**src/rtl/spi_slave_par.sv**
```systemverilog
// Serial slave with oversampled sck, all four CPOL/CPHA modes, configurable width/bit order,
// full-duplex back-to-back words and a one-entry transmit holding buffer.
module spi_slave_par #(
    parameter int WIDTH       = 8,
    parameter int CPOL        = 0,
    parameter int CPHA        = 0,
    parameter int LSB_FIRST   = 0,
    parameter int SYNC_STAGES = 2
) (
    input  logic             clk,
    input  logic             rst_n,
    input  logic             sck,
    input  logic             mosi,
    input  logic             cs_n,
    output logic             miso,
    output logic             miso_oe,
    input  logic [WIDTH-1:0] tx_data,
    input  logic             tx_valid,
    output logic             tx_ready,
    output logic [WIDTH-1:0] rx_data,
    output logic             rx_valid,
    output logic             frame_err,
    output logic             tx_underrun,
    output logic             busy
);

    localparam int CW = (WIDTH > 2) ? $clog2(WIDTH) : 1;
    localparam logic [CW-1:0] LAST = CW'(WIDTH - 1);
    localparam bit SAMPLE_RISE = (CPOL == CPHA);

    typedef enum logic {IDLE, ACTIVE} state_t;

    state_t state, state_next;

    logic [SYNC_STAGES-1:0] sck_sync, mosi_sync, cs_sync;
    logic sck_hist, cs_hist;
    logic sck_s, mosi_s, cs_s;
    logic sck_rise, sck_fall, cs_rise, cs_fall;
    logic sample_edge, shift_edge;

    logic [CW-1:0]    cnt, cnt_after;
    logic [WIDTH-1:0] rx_shift, rx_next, tx_shift, tx_buf;
    logic             tx_full, load_pend;
    logic             active, do_sample, word_done, go_active, go_idle;
    logic             shift_act, do_load, do_shift, frame_abort;

    // The cs_n chain resets low so a cs_n already low at release is never seen as a fall.
    always_ff @(posedge clk or negedge rst_n) begin
        if (!rst_n) begin
            sck_sync  <= {SYNC_STAGES{1'(CPOL)}};
            mosi_sync <= '0;
            cs_sync   <= '0;
            sck_hist  <= 1'(CPOL);
            cs_hist   <= 1'b0;
        end else begin
            sck_sync  <= {sck_sync[SYNC_STAGES-2:0], sck};
            mosi_sync <= {mosi_sync[SYNC_STAGES-2:0], mosi};
            cs_sync   <= {cs_sync[SYNC_STAGES-2:0], cs_n};
            sck_hist  <= sck_sync[SYNC_STAGES-1];
            cs_hist   <= cs_sync[SYNC_STAGES-1];
        end
    end

    assign sck_s       = sck_sync[SYNC_STAGES-1];
    assign mosi_s      = mosi_sync[SYNC_STAGES-1];
    assign cs_s        = cs_sync[SYNC_STAGES-1];
    assign sck_rise    = sck_s & ~sck_hist;
    assign sck_fall    = ~sck_s & sck_hist;
    assign cs_rise     = cs_s & ~cs_hist;
    assign cs_fall     = ~cs_s & cs_hist;
    assign sample_edge = SAMPLE_RISE ? sck_rise : sck_fall;
    assign shift_edge  = SAMPLE_RISE ? sck_fall : sck_rise;

    assign active    = (state == ACTIVE);
    assign do_sample = active & sample_edge;
    assign word_done = do_sample & (cnt == LAST);
    assign go_active = ~active & cs_fall;
    assign go_idle   = active & cs_rise;
    assign cnt_after = word_done ? '0 : (do_sample ? cnt + 1'b1 : cnt);
    // A sample landing in the same cycle as cs_n rise completes its word before the frame ends.
    assign frame_abort = go_idle & (cnt_after != '0);
    assign shift_act   = active & shift_edge & ~cs_rise;
    assign do_load     = (CPHA == 0) ? (go_active | (shift_act & load_pend))
                                     : (shift_act & (cnt == '0));
    assign do_shift    = shift_act & ~do_load;

    assign rx_next = (LSB_FIRST != 0) ? {mosi_s, rx_shift[WIDTH-1:1]}
                                      : {rx_shift[WIDTH-2:0], mosi_s};

    always_ff @(posedge clk or negedge rst_n) begin
        if (!rst_n) state <= IDLE;
        else        state <= state_next;
    end

    always_comb begin
        state_next = state;
        case (state)
            IDLE:    if (cs_fall) state_next = ACTIVE;
            ACTIVE:  if (cs_rise) state_next = IDLE;
            default: state_next = IDLE;
        endcase
    end

    // Load reads the buffer state before this cycle's accept, so a simultaneous accept stays buffered.
    always_ff @(posedge clk or negedge rst_n) begin
        if (!rst_n) begin
            cnt         <= '0;
            rx_shift    <= '0;
            tx_shift    <= '0;
            tx_buf      <= '0;
            tx_full     <= 1'b0;
            load_pend   <= 1'b0;
            rx_data     <= '0;
            rx_valid    <= 1'b0;
            frame_err   <= 1'b0;
            tx_underrun <= 1'b0;
        end else begin
            rx_valid    <= 1'b0;
            frame_err   <= 1'b0;
            tx_underrun <= 1'b0;

            if (tx_valid && !tx_full) begin
                tx_buf  <= tx_data;
                tx_full <= 1'b1;
            end

            if (do_load) begin
                if (tx_full) begin
                    tx_shift <= tx_buf;
                    tx_full  <= 1'b0;
                end else begin
                    tx_shift    <= '0;
                    tx_underrun <= 1'b1;
                end
            end else if (do_shift) begin
                tx_shift <= (LSB_FIRST != 0) ? {1'b0, tx_shift[WIDTH-1:1]}
                                             : {tx_shift[WIDTH-2:0], 1'b0};
            end

            if (go_active) begin
                cnt       <= '0;
                rx_shift  <= '0;
                load_pend <= 1'b0;
            end else if (active) begin
                if (do_load) load_pend <= 1'b0;
                if (do_sample) begin
                    rx_shift <= rx_next;
                    cnt      <= cnt_after;
                    if (word_done) begin
                        rx_data   <= rx_next;
                        rx_valid  <= 1'b1;
                        load_pend <= 1'b1;
                    end
                end
                if (go_idle) begin
                    cnt       <= '0;
                    rx_shift  <= '0;
                    load_pend <= 1'b0;
                    frame_err <= frame_abort;
                end
            end
        end
    end

    assign miso     = active ? ((LSB_FIRST != 0) ? tx_shift[0] : tx_shift[WIDTH-1]) : 1'b0;
    assign miso_oe  = active;
    assign busy     = active;
    assign tx_ready = ~tx_full;

endmodule

```
**config.mk**
```make
export PLATFORM = sky130hd
export DESIGN_NAME = spi_slave_par
export DESIGN_NICKNAME = d
export VERILOG_FILES = /design/src/rtl/spi_slave_par.sv
export SDC_FILE = /design/constraint.sdc
export NUM_CORES = 1
export LEC_CHECK = 0
export ABC_AREA = 1
export CELL_PAD_IN_SITES_DETAIL_PLACEMENT = 0
export CELL_PAD_IN_SITES_GLOBAL_PLACEMENT = 1
export CORE_MARGIN = 8
export CORE_UTILIZATION = 41
export DETAILED_ROUTE_END_ITERATION = 16
export PLACE_DENSITY = 0.77
export SYNTH_ARGS = -nofsm -noshare
export SYNTH_HDL_FRONTEND = slang
export SYNTH_SLANG_ARGS = --single-unit
```
**constraint.sdc**
```tcl
create_clock -name clk -period 1.4 [get_ports clk]
set_input_delay 0.28 -clock clk [delete_from_list [all_inputs] [get_ports clk]]
set_output_delay 0.28 -clock clk [all_outputs]
set_load 0.01 [all_outputs]
```
==> qor.txt <==
status: complete, no violations
top cells by count, synth: nand2_1 (81), dfrtp_1 (48), inv_1 (22), nand3_1 (21)
Final setup viols: 0
Critical Path RT: 1120 ps
n_diodes: 0
Max-Cap Viols: 0
Routability Congestion: 0.757
Post-Syn Instances: 218
CTS max path bufs: 2
fmax: 762 MHz
num ports: 29
gr usage total: 11.5%
kind of cell adding the most delay to the critical path: flip-flops
Die W: 86.6 µm
first-pass GRT wire length: 6.83 mm
HPWL after DPL: 2.78 mm
top_reg_cell synth: dfrtp_1
# port buffers: 28
critical path peak fanout: 4
syn nets: 234
Power Total: 3870 µW
CP startpoint kind: register
core box area: 4750 µm²
min cycle time layout: 1310 ps
clock-pin slew of the registers on the worst-case setup and hold paths: 90 ps
Multi-input gate area: 743 µm²
Synth cell types: 21
Die ar.: 7490 µm²
Hold/Removal Path Class: reg2reg
CTS HTree Levels: 2
leakage power: 0.00143 µW
Std-Cell Rows: 25
mean post-synth cell area: 9.37 µm²
critical setup path kind: reg2out
Pre-Repair DR Iteration Count: 4
WP buf/inv: 2
power density over the cells: 1470 nW/µm²
period utilisation layout: 93.7%
final core occ: 55.3%
Post-route DRC: 0
DR WL/cell: 11.7 µm
cell at the slowest stage of the critical path: dfrtp_2
vias in the first global route: 1494
Area Overhead vs Synth: 28.9%
Routed WL: 3.85 mm
largest net degree at the start of global routing: 49
CTS tree: built
most common cell in the netlist: nand2_1
number of enable flip-flop cells after synthesis: 0
clk_lat worst skew: 290 ps
drt initial violations: 77
initial antenna violation count: 0
asr flop ratio synth: 100%
Via density: 4.48
Slew @ Worst Pin: 335 ps
total number of vias: 1469
top-area cell type share of the netlist area: 58.8%
fillers: 461
crit path capture type: output pin
root buffer cell: clkbuf_8
Die H: 86.6 µm
CP Cell Sequence: nand2_1 -> inv_1 -> clkdlybuf4s15_1
# nets final: 276
Syn Std Cell Area: 2040 µm²
Yosys reg bits: 48
yosys warns: 0
Final Hold Fails: 0
max-slew violation count: 0
crit-path max cell delay: 430 ps
RSZ-0062 raised after global routing: true
Worst Path Arrival: 1030 ps
ranking of synthesized cells by area: dfrtp_1 (59%), nand2_1 (15%), nand3_1 (5.1%), mux2_2 (4.4%), inv_1 (4.0%)
Max-slew headroom: 77.6%
FF+latch area: 1200 µm²
# clock sinks: 48
dominant cell type by area after synthesis: dfrtp_1
antenna viol nets, final: 0
Seq/Total Area, Yosys: 58.8%
Max Clock Skew: 7.54 ps
layout cell share with drive strength beyond 1: 18.0%
GR Overflow Total: 0
starting density of the core: 42.9%
VDD IR max: 0.705 mV
Num CTS Buffers: 5
[per-layer routing]
layer | global-route usage [%] | vias to the layer above | part of all wire (%)
li1 | - | 767 | -
met1 | 15.1 | 676 | 49
met2 | 17.3 | 22 | 47
met3 | 2.46 | 4 | 3.2
met4 | 6.10 | 0 | 1.2
met5 | 0 | - | 0
[where the power goes]
group          total (µW)  internal, µW  switching (µW)
sequential           1820          1670             152
clock                1070           630             441
combinational         980           481             499
total                3870          2780            1090
[kinds of logic (layout without fill, tap and decap cells)]
group	count (synthesis)	count (layout)	synth area share (%)
adder cells (fa/ha/maj)	2	2	1.23
buffers and inverters	29	72	6.37
multiplexers	8	8	4.41
AO/OA/AOI/OAI	6	6	1.47
flip-flops	48	48	58.8
AND/OR/NAND/NOR	125	125	27.7
[final timing paths]
path / cells after the start / from / to / slack (ps)
hold reg to reg: 0 / cs_sync[0]$_DFF_PN0_ / cs_sync[1]$_DFF_PN0_ / 350
setup reg to reg: 8 / busy$_DFF_PN0_ / rx_data[3]$_DFFE_PN0P_ / 100
hold / removal: 0 / cs_sync[0]$_DFF_PN0_ / cs_sync[1]$_DFF_PN0_ / 350
min in group asynchronous: 3 / rst_n / tx_shift[1]$_DFFE_PN0P_ / 510
max in group asynchronous: 3 / rst_n / busy$_DFF_PN0_ / 670
setup / recovery: 3 / busy$_DFF_PN0_ / miso / 90
[layout by cell type (no fill, tap or decap), types with 5 or more instances in the layout]
cell and instances:
dfrtp_1 47, inv_1 20, mux2_2 8, nand3_1 20
dlygate4sd2_1 14, nand2_1 80, nor2_1 8, buf_4 5
nand3b_1 5, clkdlybuf4s50_1 12, clkbuf_8 7
[stage by stage]
stage	setup TNS, ps	area, µm²	hold slack (ps)	cells	setup WS [ps]
floorplan	0	2040	-15.6	218	163
global placement	-414	2460	281	318	-52.3
detailed placement	-399	2460	287	318	-53.7
CTS	0	2580	354	328	23.8
global route	-24.7	2630	355	328	-17.8
finish	0	2630	353	328	87.8
[flip-flops by register name, indices dropped and copies added, names as in the netlist]
signal       flops
cnt              3
sck_hist         1
rx_shift         7
rx_data          8
busy             1
tx_full          1
load_pend        1
rx_valid         1
mosi_sync        2
frame_err        1
cs_hist          1
sck_sync         2
tx_shift         8
tx_underrun      1
tx_buf           8
cs_sync          2
[timing repair]
action | CTS | global route
pin swaps | 0 | 4
endpoints found under the setup margin | 15 | 28
endpoints found under the hold margin | 48 | 0
gates resized for setup | 16 | 15
setup buffers | 1 | 0
hold buffers | 1 | 0
[cell type report]
cell class / instances / share of cell area, %
Sequential cell: 48 / 45.7
Clock buffer: 7 / 3.66
Multi-Input combinational cell: 141 / 28.2
Inverter: 25 / 3.66
Clock inverter: 1 / 1.14
Timing Repair Buffer: 39 / 14.4
Tap cell: 67 / 3.19
(Power assumes the default switching activity.)
